--- config.mk ---
export PLATFORM = sky130hd
export DESIGN_NAME = inst_fetch_unit_flat
export DESIGN_NICKNAME = d
export VERILOG_FILES = /design/src/rtl/inst_fetch_unit_if.sv /design/src/rtl/inst_fetch_unit.sv /design/src/flat_wrapper.sv
export SDC_FILE = /design/constraint.sdc
export NUM_CORES = 1
export LEC_CHECK = 0
export ABC_AREA = 0
export CORE_MARGIN = 2
export CORE_UTILIZATION = 41
export DETAILED_ROUTE_END_ITERATION = 10
export PLACE_DENSITY_LB_ADDON = 0.08
export SYNTH_ARGS = -nofsm -noshare
export SYNTH_HDL_FRONTEND = slang
export SYNTH_SLANG_ARGS = --single-unit
--- constraint.sdc ---
create_clock -name CLK -period 2.1 [get_ports CLK]
set_input_delay 0.21 -clock CLK [delete_from_list [all_inputs] [get_ports CLK]]
set_output_delay 0.21 -clock CLK [all_outputs]
set_load 0.01 [all_outputs]
--- src/rtl/inst_fetch_unit_if.sv ---
`default_nettype none
// ============================================================================
//  Module      : inst_fetch_unit_if
//  Description : Controller / instruction-memory / ALU-status signal bundle
//                for the instruction fetch unit.
//  Revision    : 1.0 - initial release
// ============================================================================
interface inst_fetch_unit_if #(
    parameter int AW = 16,
    parameter int DW = 32
);
    // Controller side
    logic          FETCH_EN;
    logic [AW-1:0] PC;
    // Instruction memory side
    logic          IMEM_REQ;
    logic [AW-1:0] IMEM_ADDR;
    logic          IMEM_ACK;
    logic [31:0]   IMEM_RDATA;
    // Decoded instruction register
    logic          IR_VALID;
    logic [3:0]    OPCODE;
    logic [3:0]    MM;
    logic [3:0]    RD;
    logic [3:0]    RS;
    logic [15:0]   IMM;
    // Status register update from the ALU
    logic          STAT_WE;
    logic [DW-1:0] ALU_RESULT;
    logic          ALU_C;
    logic          ALU_V;
    logic [3:0]    STAT;
    // Condition outputs
    logic          BUSY;
    logic          HALT;
    logic          FETCH_ERR;

    // The fetch unit itself
    modport slave (
        input  FETCH_EN, PC, IMEM_ACK, IMEM_RDATA, STAT_WE, ALU_RESULT, ALU_C, ALU_V,
        output IMEM_REQ, IMEM_ADDR, IR_VALID, OPCODE, MM, RD, RS, IMM, STAT,
               BUSY, HALT, FETCH_ERR
    );

    // Controller / memory environment driving the fetch unit
    modport master (
        output FETCH_EN, PC, IMEM_ACK, IMEM_RDATA, STAT_WE, ALU_RESULT, ALU_C, ALU_V,
        input  IMEM_REQ, IMEM_ADDR, IR_VALID, OPCODE, MM, RD, RS, IMM, STAT,
               BUSY, HALT, FETCH_ERR
    );
endinterface
`default_nettype wire

--- src/rtl/inst_fetch_unit.sv ---
`default_nettype none
// ============================================================================
//  Module      : inst_fetch_unit
//  Description : Fetches one 32-bit instruction per FETCH_EN strobe over a
//                req/ack handshake, holds it in the IR, decodes its fields,
//                and maintains the {N,Z,V,C} status register.
//  Revision    : 1.0 - initial release
// ============================================================================
module inst_fetch_unit #(
    parameter int AW      = 16,
    parameter int DW      = 32,
    parameter int TIMEOUT = 15
) (
    input  wire logic         CLK,
    input  wire logic         RST_F,
    inst_fetch_unit_if.slave  bus
);

    localparam int CW = $clog2(TIMEOUT + 1);
    localparam logic [CW-1:0] c_LAST_WAIT = CW'(TIMEOUT - 1);

    typedef enum logic [1:0] {
        S_IDLE = 2'd0,
        S_REQ  = 2'd1,
        S_ERR  = 2'd2
    } state_t;

    state_t        r_state;
    state_t        w_next;
    logic [CW-1:0] r_wait;
    logic [31:0]   r_ir;
    logic          r_ir_valid;
    logic          r_halt;
    logic          r_err;
    logic [AW-1:0] r_addr;
    logic [3:0]    r_stat;

    logic          w_start;
    logic          w_ack;
    logic          w_timeout;

    // A new fetch is only accepted from IDLE and never once halted or errored
    assign w_start   = (r_state == S_IDLE) && bus.FETCH_EN && !r_halt && !r_err;
    assign w_ack     = (r_state == S_REQ) && bus.IMEM_ACK;
    // The TIMEOUT-th consecutive unacknowledged request cycle is the last one
    assign w_timeout = (r_state == S_REQ) && !bus.IMEM_ACK && (r_wait == c_LAST_WAIT);

    // State register
    always_ff @(posedge CLK or negedge RST_F) begin
        if (!RST_F) begin
            r_state <= S_IDLE;
        end else begin
            r_state <= w_next;
        end
    end

    // Next-state logic
    always_comb begin
        w_next = r_state;
        case (r_state)
            S_IDLE:  if (w_start) w_next = S_REQ;
            S_REQ: begin
                if (w_ack) begin
                    w_next = S_IDLE;
                end else if (w_timeout) begin
                    w_next = S_ERR;
                end
            end
            S_ERR:   w_next = S_ERR;
            default: w_next = S_IDLE;
        endcase
    end

    // Fetch datapath: latched address, wait counter, IR and sticky flags
    always_ff @(posedge CLK or negedge RST_F) begin
        if (!RST_F) begin
            r_addr     <= '0;
            r_wait     <= '0;
            r_ir       <= '0;
            r_ir_valid <= 1'b0;
            r_halt     <= 1'b0;
            r_err      <= 1'b0;
        end else begin
            if (w_start) begin
                r_addr     <= bus.PC;
                r_ir_valid <= 1'b0;
                r_wait     <= '0;
            end
            if (w_ack) begin
                r_ir       <= bus.IMEM_RDATA;
                r_ir_valid <= 1'b1;
            end else if (w_timeout) begin
                // Replace the IR with a no-op so the controller sees opcode 0
                r_ir       <= '0;
                r_err      <= 1'b1;
            end else if (r_state == S_REQ) begin
                r_wait     <= r_wait + 1'b1;
            end
            // Halt is flagged one edge after a halt instruction lands in the IR
            if (r_ir_valid && (r_ir[31:28] == 4'hF)) begin
                r_halt <= 1'b1;
            end
        end
    end

    // Status register, loaded from the ALU independently of the fetch FSM
    always_ff @(posedge CLK or negedge RST_F) begin
        if (!RST_F) begin
            r_stat <= 4'b0000;
        end else if (bus.STAT_WE) begin
            r_stat <= {bus.ALU_RESULT[DW-1], (bus.ALU_RESULT == '0), bus.ALU_V, bus.ALU_C};
        end
    end

    assign bus.IMEM_REQ  = (r_state == S_REQ);
    assign bus.IMEM_ADDR = r_addr;
    assign bus.BUSY      = (r_state != S_IDLE);
    assign bus.IR_VALID  = r_ir_valid;
    assign bus.HALT      = r_halt;
    assign bus.FETCH_ERR = r_err;
    assign bus.STAT      = r_stat;
    assign bus.OPCODE    = r_ir[31:28];
    assign bus.MM        = r_ir[27:24];
    assign bus.RD        = r_ir[23:20];
    assign bus.RS        = r_ir[19:16];
    assign bus.IMM       = r_ir[15:0];

endmodule
`default_nettype wire

--- src/flat_wrapper.sv ---
// flat-port wrapper written by rule: the top's interface ports become plain ports
module inst_fetch_unit_flat 
#(
    parameter int AW      = 16,
    parameter int DW      = 32,
    parameter int TIMEOUT = 15
)
  (CLK, RST_F, bus_FETCH_EN, bus_PC, bus_IMEM_ACK, bus_IMEM_RDATA, bus_STAT_WE, bus_ALU_RESULT, bus_ALU_C, bus_ALU_V, bus_IMEM_REQ, bus_IMEM_ADDR, bus_IR_VALID, bus_OPCODE, bus_MM, bus_RD, bus_RS, bus_IMM, bus_STAT, bus_BUSY, bus_HALT, bus_FETCH_ERR);
  inst_fetch_unit_if #(.AW(AW), .DW(DW)) bus_i ();
  input  wire logic CLK;
  input  wire logic RST_F;
  input wire logic [$bits(bus_i.FETCH_EN)-1:0] bus_FETCH_EN;
  input wire logic [$bits(bus_i.PC)-1:0] bus_PC;
  input wire logic [$bits(bus_i.IMEM_ACK)-1:0] bus_IMEM_ACK;
  input wire logic [$bits(bus_i.IMEM_RDATA)-1:0] bus_IMEM_RDATA;
  input wire logic [$bits(bus_i.STAT_WE)-1:0] bus_STAT_WE;
  input wire logic [$bits(bus_i.ALU_RESULT)-1:0] bus_ALU_RESULT;
  input wire logic [$bits(bus_i.ALU_C)-1:0] bus_ALU_C;
  input wire logic [$bits(bus_i.ALU_V)-1:0] bus_ALU_V;
  output wire logic [$bits(bus_i.IMEM_REQ)-1:0] bus_IMEM_REQ;
  output wire logic [$bits(bus_i.IMEM_ADDR)-1:0] bus_IMEM_ADDR;
  output wire logic [$bits(bus_i.IR_VALID)-1:0] bus_IR_VALID;
  output wire logic [$bits(bus_i.OPCODE)-1:0] bus_OPCODE;
  output wire logic [$bits(bus_i.MM)-1:0] bus_MM;
  output wire logic [$bits(bus_i.RD)-1:0] bus_RD;
  output wire logic [$bits(bus_i.RS)-1:0] bus_RS;
  output wire logic [$bits(bus_i.IMM)-1:0] bus_IMM;
  output wire logic [$bits(bus_i.STAT)-1:0] bus_STAT;
  output wire logic [$bits(bus_i.BUSY)-1:0] bus_BUSY;
  output wire logic [$bits(bus_i.HALT)-1:0] bus_HALT;
  output wire logic [$bits(bus_i.FETCH_ERR)-1:0] bus_FETCH_ERR;
  assign bus_i.FETCH_EN = bus_FETCH_EN;
  assign bus_i.PC = bus_PC;
  assign bus_i.IMEM_ACK = bus_IMEM_ACK;
  assign bus_i.IMEM_RDATA = bus_IMEM_RDATA;
  assign bus_i.STAT_WE = bus_STAT_WE;
  assign bus_i.ALU_RESULT = bus_ALU_RESULT;
  assign bus_i.ALU_C = bus_ALU_C;
  assign bus_i.ALU_V = bus_ALU_V;
  assign bus_IMEM_REQ = bus_i.IMEM_REQ;
  assign bus_IMEM_ADDR = bus_i.IMEM_ADDR;
  assign bus_IR_VALID = bus_i.IR_VALID;
  assign bus_OPCODE = bus_i.OPCODE;
  assign bus_MM = bus_i.MM;
  assign bus_RD = bus_i.RD;
  assign bus_RS = bus_i.RS;
  assign bus_IMM = bus_i.IMM;
  assign bus_STAT = bus_i.STAT;
  assign bus_BUSY = bus_i.BUSY;
  assign bus_HALT = bus_i.HALT;
  assign bus_FETCH_ERR = bus_i.FETCH_ERR;
  inst_fetch_unit #(.AW(AW), .DW(DW), .TIMEOUT(TIMEOUT)) u_core (.CLK(CLK), .RST_F(RST_F), .bus(bus_i));
endmodule
# After elaboration in Yosys (flattened, before gate mapping)
# Index checks and enable logic that the tools add are counted.
# W data, S select, Z words.
[totals]
reg_bits = 61
inputBits = 87
output_inout_bits = 57
[op_classes]
add_sub_neg = 1
n_eq_ne = 6
muxes = 12
bitwise_logic = 1
reduce_logical = 17
[op_table]
columns = ["op", "count"]
rows = [
  ["$mux W32", 2],
  ["$logic_not A32 Y1", 1],
  ["$mux W4", 4],
  ["$eq A4 B4 Y1 const B", 2],
  ["$logic_and A1 B1 Y1", 7],
  ["$mux W2", 3],
  ["$pmux W2 S3", 1],
  ["$reduce_bool A2 Y1", 3],
  ["$add A4 B1 Y4 const B", 1],
  ["$reduce_and A2 Y1", 2],
  ["$logic_not A1 Y1", 3],
  ["$ne A3 B1 Y1 const B", 1],
  ["$eq A2 B1 Y1 const B", 1],
  ["$eq A2 B2 Y1 const B", 1],
  ["$logic_not A2 Y1", 1],
  ["$mux W1", 2],
  ["$ne A2 B1 Y1 const B", 1],
  ["$not A1 Y1", 1],
]

# Logic depth before layout (Yosys ltp)
# Gate-level depths: netlist of the first run.
[logic_depth]
depth_word = 8
depth_mapped = 6
mapped_depth_nobuf = 6

# Least setup slack after synthesis of the first run
# Ideal clock, no wire load.
[synth_path]
kind = "flip-flop to flip-flop"
start = "register u_core.r_halt, in the netlist u_core.bus.HALT"
end = "register u_core.r_addr[0], in the netlist u_core.bus.IMEM_ADDR[0]"
setup_ps = 125
arrival_ps = 1293
path_slack_ps = 682
path_stages_with_launch = 5
n_path_buf = 1
synth_period_minus_slack_ps = 1418
path_cell_list = "dfrtp_1 -> nor4_2 -> nand2_1 -> buf_2 -> mux2_2"
[synth_via]
elab_chain_len = 3
[synth_rtl]
columns = ["item", "line", "source"]
rows = [
  ["start: declaration", "inst_fetch_unit.sv:33", "logic r_halt;"],
  ["start signal: assignment", "inst_fetch_unit.sv:81", "r_halt <= 1'b0;"],
  ["start signal: assignment", "inst_fetch_unit.sv:101", "r_halt <= 1'b1;"],
  ["$logic_not A1 Y1", "inst_fetch_unit.sv:43", "assign w_start = (r_state == S_IDLE) && bus.FETCH_EN && !r_halt && !r_err;"],
  ["$logic_and A1 B1 Y1 (2 in a row)", "inst_fetch_unit.sv:43", ""],
  ["end signal: assignment", "inst_fetch_unit.sv:85", "r_addr <= bus.PC;"],
  ["end: declaration", "inst_fetch_unit.sv:35", "logic [AW-1:0] r_addr;"],
]
# No other way between the ends.
# A chain may end at the register's enable or synchronous reset.

# Worst setup path after layout of the first run
[layout_path]
start = "register u_core.r_state[1]"
end = "output port bus_IMEM_REQ"
[layout_via]
elab_chain_len = 1
[layout_rtl]
columns = ["item", "line", "source"]
rows = [
  ["start: declaration", "inst_fetch_unit.sv:28", "state_t r_state;"],
  ["start signal: assignment", "inst_fetch_unit.sv:53", "r_state <= w_next;"],
  ["$eq A2 B1 Y1", "inst_fetch_unit.sv:115", "assign bus.IMEM_REQ = (r_state == S_REQ);"],
  ["end: declaration", "flat_wrapper.sv:20", "output wire logic [$bits(bus_i.IMEM_REQ)-1:0] bus_IMEM_REQ;"],
]
# No other way between the ends.

==> summary.md, run 1 <==
| Metric | Value |
|---|---|
| Post-synthesis cell count | 233 |
| Met3 Use GR | 8.46% |
| Logic depth of the worst register-to-register path | 4 |
| Max Fclk | 562 MHz |
| Yosys warning count | 0 |
| CTS Sinks | 61 |
| Worst setup margin | 0.321 ns |
| Final hold vios | 0 |
| VDD IR max | 0.678 mV |
| Post-route ant nets | 0 |
| Clock Path Buffers | 2 |
| Netlist cell types | 28 |
| Worst-Skew Late Latency | 0.33 ns |
| Sw Pwr | 1620 uW |
| CTS tree | done |
| Gr usage total | 21.5% |
| DR WL/cell | 14.6 um |
| Critical-path cell list | nor2b_1 > clkdlybuf4s50_1 |
| Syn avg cell area | 10.7 sq um |
| Number of DRC markers in iteration 0 | 63 |
| Met1 Use GR | 26.8% |
| Number of global-route vias before repair | 2198 |
| Die X | 81.9 um |
| Placement Rows | 28 |
| Core Region | 5890 sq um |
| RSZ-0062 raised after global routing | false |
| Flops & latches, synth | 61 |
| Register area share after synthesis | 61.3% |
| Pwr Density | 1250 nW/um^2 |
| Antenna violations before repair | 0 |
| First-pass GRT wire length | 10700 um |
| Post_cts resized | 0 |
| Largest net degree at the start of global routing | 62 |
| Global placer's final weighted congestion | 0.865 |
| GR Overflow Total | 0 |
| Most common cell after layout, fill and taps aside | clkdlybuf4s50_1 |
| Crit. End Element | primary output |
| WS Path Type | register to primary output |
| Number of max-cap violations | 0 |
| Tightest Hold Check Type | input pin to async pin |
| Residual DRC | 0 |
| Clock Skew | 0.00612 ns |
| Dpl ws | 0.344 ns |
| CTS Buf Count | 9 |
| Max stage delay cell, worst path | clkdlybuf4s50_1 |
| Worst reg-to-reg setup slack | 0.38 ns |
| Via density | 4.84 |
| Diode count | 0 |
| Setup Viol. Count Final | 0 |
| Final WL | 6740 um |
| Gate power share | 42.1% |
| Syn_nets | 322 |
| CP Data Arrival Time | 1.57 ns |
| TritonRoute pass-1 iters | 4 |
| CTS clock-pin slew for the worst setup and hold paths | 0.06 ns |
| Sequential share of power | 37.3% |
| Cell internal pwr | 3680 uW |
| Grt met2 use | 33.4% |
| Port Buffer Count | 143 |
| Nets | 471 |
| Worst r2r dst | u_core.bus.IMEM_ADDR[5] |
| Worst-Margin Slew | 0.368 ns |
| Reg2Reg Launch Point | u_core.bus.HALT |
| Switching share of total power | 30.6% |
| Via count | 2237 |
| Starting Density | 42.3% |
| Setup Buffers After CTS | 0 |
| Fin Setup TNS | 0 ns |
| CP startpoint kind | register |
| Area Growth Syn to Fin | 70.8% |
| Die area | 6710 sq um |
| Crit path time final | 1.78 ns |
| Final HPWL DP | 4930 um |
| Most frequent cells in the layout | clkdlybuf4s50_1, nand2_1, dfrtp_1, o21ai_0, mux2_2 |
| CP Data Required Time | 1.89 ns |
| Die H | 81.9 um |
| Clock Power Share | 20.6% |
| Status | finished clean |
| Slew margin rel. | 75.4% |
| Root Buffer | clkbuf_8 |
| Global-route layer with the greatest usage | met2 |
| Max-slew violations | 0 |
| Mapped Area | 2490 sq um |
| Fin crit share | 84.7% |
| Static leakage | 0.00182 uW |
| Share of layout cells above drive strength 1 | 11.9% |
| CTS H-tree depth | 3 |
| CP Max Fanout | 5 |
| Ports | 144 |
| Worst path max stage delay | 0.60 ns |
| Final Util | 72.2% |
==> per-layer routing <==
metal / part of all wire (%) / vias to the layer above
li1: - / 1084
met1: 42 / 1056
met2: 48 / 81
met3: 7.6 / 16
met4: 2.5 / 0
met5: 0 / -
==> through the flow <==
step	instance area, sq um	std cells	hold WS, ns	total power [uW]
2_1_floorplan	2490	233	-0.0856	2860
3_3_place_gp	4040	445	0.244	4180
3_5_place_dp	4040	445	0.247	4250
4_1_cts	4250	462	0.418	5370
5_1_grt	4250	462	0.428	5670
6_report	4250	462	0.405	5310
==> sequential cells by signal, indices dropped and copies added, names as in the netlist <==
signal and cells:
u_core.r_ir 32, u_core.bus.HALT 1, u_core.r_wait 4, u_core.bus.IMEM_ADDR 16
u_core.bus.FETCH_ERR 1, u_core.bus.IR_VALID 1, u_core.bus.STAT 4, u_core.r_state 2
==> timing repair <==
action	4_1_cts	5_1_grt
hold buffers	1	0
hold endpoints to repair	61	0
endpoints found under the setup margin	0	0
==> worst max path at each step <==
stage | endpoint | slack, ns | start | cells past startpoint
5_1_grt | u_core.bus.IMEM_ADDR[4] | 0.24 | u_core.bus.HALT | 4
2_1_floorplan | u_core.bus.IMEM_ADDR[0] | 0.68 | u_core.bus.HALT | 4
4_1_cts | bus_IMEM_REQ | 0.30 | u_core.r_state[1] | 2
3_5_place_dp | u_core.r_ir[4] | 0.34 | bus_IMEM_ACK | 5
3_3_place_gp | u_core.bus.STAT[2] | 0.37 | bus_ALU_RESULT[7] | 5
6_report | bus_IMEM_REQ | 0.32 | u_core.r_state[1] | 2
==> cell usage after synthesis (all sizes together) <==
| library cell | count | area (sq um) |
|---|---|---|
| and3 | 2 | 12.5 |
| nor3 | 1 | 5.00 |
| a21oi | 2 | 10.0 |
| a21o | 1 | 7.51 |
| dfrtp | 61 | 1530 |
| xor2 | 2 | 17.5 |
| a31o | 1 | 8.76 |
| or2 | 2 | 12.5 |
| nand3 | 6 | 30.0 |
| nor2b | 1 | 6.26 |
| nor3b | 1 | 12.5 |
| clkbuf | 5 | 21.3 |
| ha | 2 | 25.0 |
| nand2 | 70 | 263 |
| and2b | 1 | 7.51 |
| o22ai | 1 | 6.26 |
| mux2 | 19 | 214 |
| o21ai | 34 | 170 |
| nor4 | 6 | 43.8 |
| nor4b | 1 | 15.0 |
| and2 | 1 | 6.26 |
| inv | 3 | 11.3 |
| or4 | 2 | 15.0 |
| nand4 | 1 | 6.26 |
| buf | 7 | 35.0 |
==> final cells by class <==
cell class                 instances  area (sq um)
inverter                           3          11.3
timing repair buffer             150          1520
multi-input combinational        157           895
fill                             494          1630
tap                               75          93.8
sequential                        61          1530
clock inverter                     5          75.1
clock buffer                      11           131
==> critical path, delay by kind of cell, from the launching register on <==
family,cells,cell delay (ns)
and+or+nand+nor,1,0.22
DFF,1,0.43
buffers and inverters,1,0.60
==> power by group through the flow <==
stage / Clock (uW) / Combinational (uW) / Sequential [uW]
2_1_floorplan: 0 / 665 / 2190
3_3_place_gp: 0 / 2210 / 1980
3_5_place_dp: 0 / 2260 / 1990
4_1_cts: 1120 / 2270 / 1980
5_1_grt: 1180 / 2450 / 2040
6_report: 1090 / 2230 / 1980
==> cells by family (layout without fill, tap and decap cells) <==
logic type | count (synthesis) | count (layout) | synth area share, %
AOI/OAI and AO/OA | 39 | 39 | 8.15
xor gates and xnor gates | 2 | 2 | 0.704
adders and majority gates | 2 | 2 | 1.01
buffers and inverters | 15 | 169 | 2.71
DFF | 61 | 61 | 61.3
muxes | 19 | 19 | 8.60
and+or+nand+nor | 95 | 95 | 17.5
Note: power is estimated with default switching activity, not from simulation.
==> run 2: changes to the inputs <==
- CORE_UTILIZATION: 41 -> 34
- clock period: 2.1 -> 1.45 ns (I/O delays scaled with it)
==> run 2 against run 1 <==
Compared with the run above:
- non-clock buffer count rose by 12
- worst setup slack got worse by 0.30 ns
- first-iteration DRC count up 37%
- flip-flop and latch count unchanged
- via count up 3.3%
- cell count increased by 7.8%
- combinational power grew 61%
- sequential power is 43% higher
- critical path depth up 2
- register-to-register slack lost 0.36 ns
- clock power rose by 46%
- clock skew grew 0.0019 ns
- critical path type is now register to register
- largest cell class is now buffers
- largest power group unchanged
==> summary.md, run 2 (same netlist as run 1, synthesis figures left out) <==
| Metric | Value |
|---|---|
| Number of global-route vias before repair | 2240 (+1.9%) |
| First-pass GRT wire length | 10500 um (-1.7%) |
| CP Data Required Time | 1.67 ns (-0.22 ns) |
| Reg2Reg Launch Point | u_core.bus.HALT |
| Max stage delay cell, worst path | dfrtp_1 |
| Clock Skew | 0.00797 ns (+0.00185 ns) |
| Pwr Density | 1760 nW/um^2 (+41%) |
| Die area | 8020 sq um (+20%) |
| Max-slew violations | 0 (unchanged) |
| Final HPWL DP | 4860 um (-1.6%) |
| Final instance area | 4550 sq um (+6.9%) |
| Critical-path cell list | nor4_4 > nand2_2 > buf_12 > mux2_2 |
| Fin crit share | 98.7% |
| Largest net degree at the start of global routing | 62 (unchanged) |
| Core Region | 7180 sq um (+22%) |
| Via density | 4.64 (-4.2%) |
| WS Path Type | register to register |
| Number of max-cap violations | 0 (unchanged) |
| Worst reg-to-reg setup slack | 0.02 ns (-0.36 ns) |
| VDD IR max | 0.809 mV (+19%) |
| Residual DRC | 0 (unchanged) |
| Crit. End Element | register |
| Final hold vios | 0 (unchanged) |
| Worst-Skew Late Latency | 0.34 ns (about the same) |
| Overall power | 8010 uW (+51%) |
| CTS H-tree depth | 3 (unchanged) |
| Crit path time final | 1.43 ns |
| Status | finished clean |
| Placement Rows | 31 (+11%) |
| GR Overflow Total | 0 (unchanged) |
| Hold Slack | 0.346 ns (-0.0593 ns) |
| Sequential share of power | 35.5% (-1.8 points) |
| CTS Sinks | 61 (unchanged) |
| Diode count | 0 (unchanged) |
| Most common cell after layout, fill and taps aside | clkdlybuf4s50_1 |
| Static leakage | 0.00201 uW (+10%) |
| Logic depth of the worst register-to-register path | 4 (unchanged) |
| TritonRoute pass-1 iters | 4 (unchanged) |
| Gr usage total | 17.3% (-4.2 points) |
| Gate power share | 44.7% (+2.6 points) |
| RSZ-0062 raised after global routing | true |
| CP startpoint kind | register |
| Via count | 2310 (+3.3%) |
| Dpl cell area | 4140 sq um (+2.7%) |
| Largest reg by FF count | u_core.r_ir |
| Antenna violations before repair | 0 (unchanged) |
| Most frequent cells in the layout | clkdlybuf4s50_1, nand2_1, dfrtp_1, mux2_2, o21ai_2 |
| DR WL/cell | 14.6 um (-0.11%) |
| CTS tree | done |
| Tightest Hold Check Type | input pin to async pin |
| Worst r2r dst | u_core.bus.IMEM_ADDR[4] |
| Post-route ant nets | 0 (unchanged) |
| Die H | 89.6 um (+9.3%) |
| Max FFs per register | 32 (unchanged) |
| Final WL | 7260 um (+7.7%) |
| Worst path max stage delay | 0.41 ns (-0.19 ns) |
| Nets | 483 (+2.5%) |
| Setup Viol. Count Final | 0 (unchanged) |
| Die X | 89.6 um (+9.3%) |
| Cell internal pwr | 5510 uW (+50%) |
| Worst-Margin Slew | 0.325 ns (-0.0428 ns) |
| Starting Density | 34.7% (-7.6 points) |
| Number of DRC markers in iteration 0 | 86 (+37%) |
| CTS clock-pin slew for the worst setup and hold paths | 0.07 ns (about the same) |
| Clock Power Share | 19.9% (-0.7 points) |
| Clock Path Buffers | 2 (unchanged) |
| Max Fclk | 699 MHz |
| Root Buffer | clkbuf_8 |
| Sw Pwr | 2500 uW (+54%) |
| Share of layout cells above drive strength 1 | 21.3% (+9.4 points) |
| Port Buffer Count | 143 (unchanged) |
| Ports | 144 (unchanged) |
| Area Growth Syn to Fin | 82.7% |
| Switching share of total power | 31.2% (+0.60 points) |
| CP Max Fanout | 15 (+10) |
| Global placer's final weighted congestion | 0.751 (-13%) |
| Slew margin rel. | 78.3% (+2.9 points) |
| CP Data Arrival Time | 1.65 ns (+0.08 ns) |
| CTS Buf Count | 9 (unchanged) |
run 2: cell count changes in the layout (fill, tap and decap cells not counted), sizes merged:
cell	delta
dlygate4sd2	+3
clkdlybuf4s50	-9
clkbuf	+3
bufinv	-1
buf	+11
dlymetal6s2s	+5
run 2: metal layers:
layer,up-vias,global-route usage (%),share of wire (%)
met2,88,27.1,48
met5,-,0,0
li1,1113,-,-
met3,13,4.99,7.6
met1,1096,21.8,43
met4,0,8.55,1.5
run 2: worst max-delay path: cells and delay by family (launching register included):
| kind | cells | cell delay (ns) |
|---|---|---|
| buffers and inverters | 1 | 0.17 |
| flip-flops | 1 | 0.41 |
| multiplexers | 1 | 0.28 |
| AND/OR/NAND/NOR | 2 | 0.46 |
run 2: final cells by class:
| class | count | area (sq um) |
|---|---|---|
| Multi-Input combinational cell | 157 | 988 |
| Sequential cell | 61 | 1530 |
| Timing Repair Buffer | 162 | 1680 |
| Clock buffer | 12 | 165 |
| Inverter | 3 | 11.3 |
| Tap cell | 99 | 124 |
| Clock inverter | 4 | 45.0 |
| Fill cell | 612 | 2630 |
run 2: power groups by stage:
stage / combinational [uW] / sequential, uW / clock (uW)
4_1_cts: 3430 / 2840 / 1640
6_report: 3580 / 2840 / 1590
3_3_place_gp: 3400 / 2830 / 0
2_1_floorplan: 963 / 3170 / 0
3_5_place_dp: 3450 / 2860 / 0
5_1_grt: 3890 / 2940 / 1700
run 2: stage by stage:
| step | setup WS (ns) | setup TNS [ns] | util [%] | std cells |
|---|---|---|---|---|
| floorplan | 0.0324 | 0 | - | 233 |
| global placement | -0.196 | -1.01 | 57.7 | 476 |
| detailed placement | -0.219 | -1.76 | 57.7 | 476 |
| CTS | 0.00213 | 0 | 60.8 | 494 |
| global route | -0.0507 | -0.848 | 63.4 | 498 |
| finish | 0.0193 | 0 | 63.4 | 498 |
run 2: how the worst max path moves through the flow:
stage | endpoint | from | cells after the start | slack, ns
4_1_cts | u_core.bus.IMEM_ADDR[4] | u_core.bus.FETCH_ERR | 4 | 0.002
2_1_floorplan | u_core.bus.IMEM_ADDR[0] | u_core.bus.HALT | 4 | 0.03
3_3_place_gp | u_core.bus.STAT[2] | bus_ALU_RESULT[3] | 5 | -0.20
3_5_place_dp | u_core.bus.STAT[2] | bus_ALU_RESULT[6] | 4 | -0.22
5_1_grt | u_core.bus.IMEM_ADDR[4] | u_core.bus.HALT | 4 | -0.05
6_report | u_core.bus.IMEM_ADDR[4] | u_core.bus.HALT | 4 | 0.02
run 2: what timing repair did:
item | CTS | global route
hold endpoints to repair | 61 | 0
hold buffers | 1 | 0
gates cloned | 0 | 3
gates resized for setup | 10 | 53
pin swaps | 0 | 11
endpoints found under the setup margin | 8 | 55
buffers inserted | 1 | 1
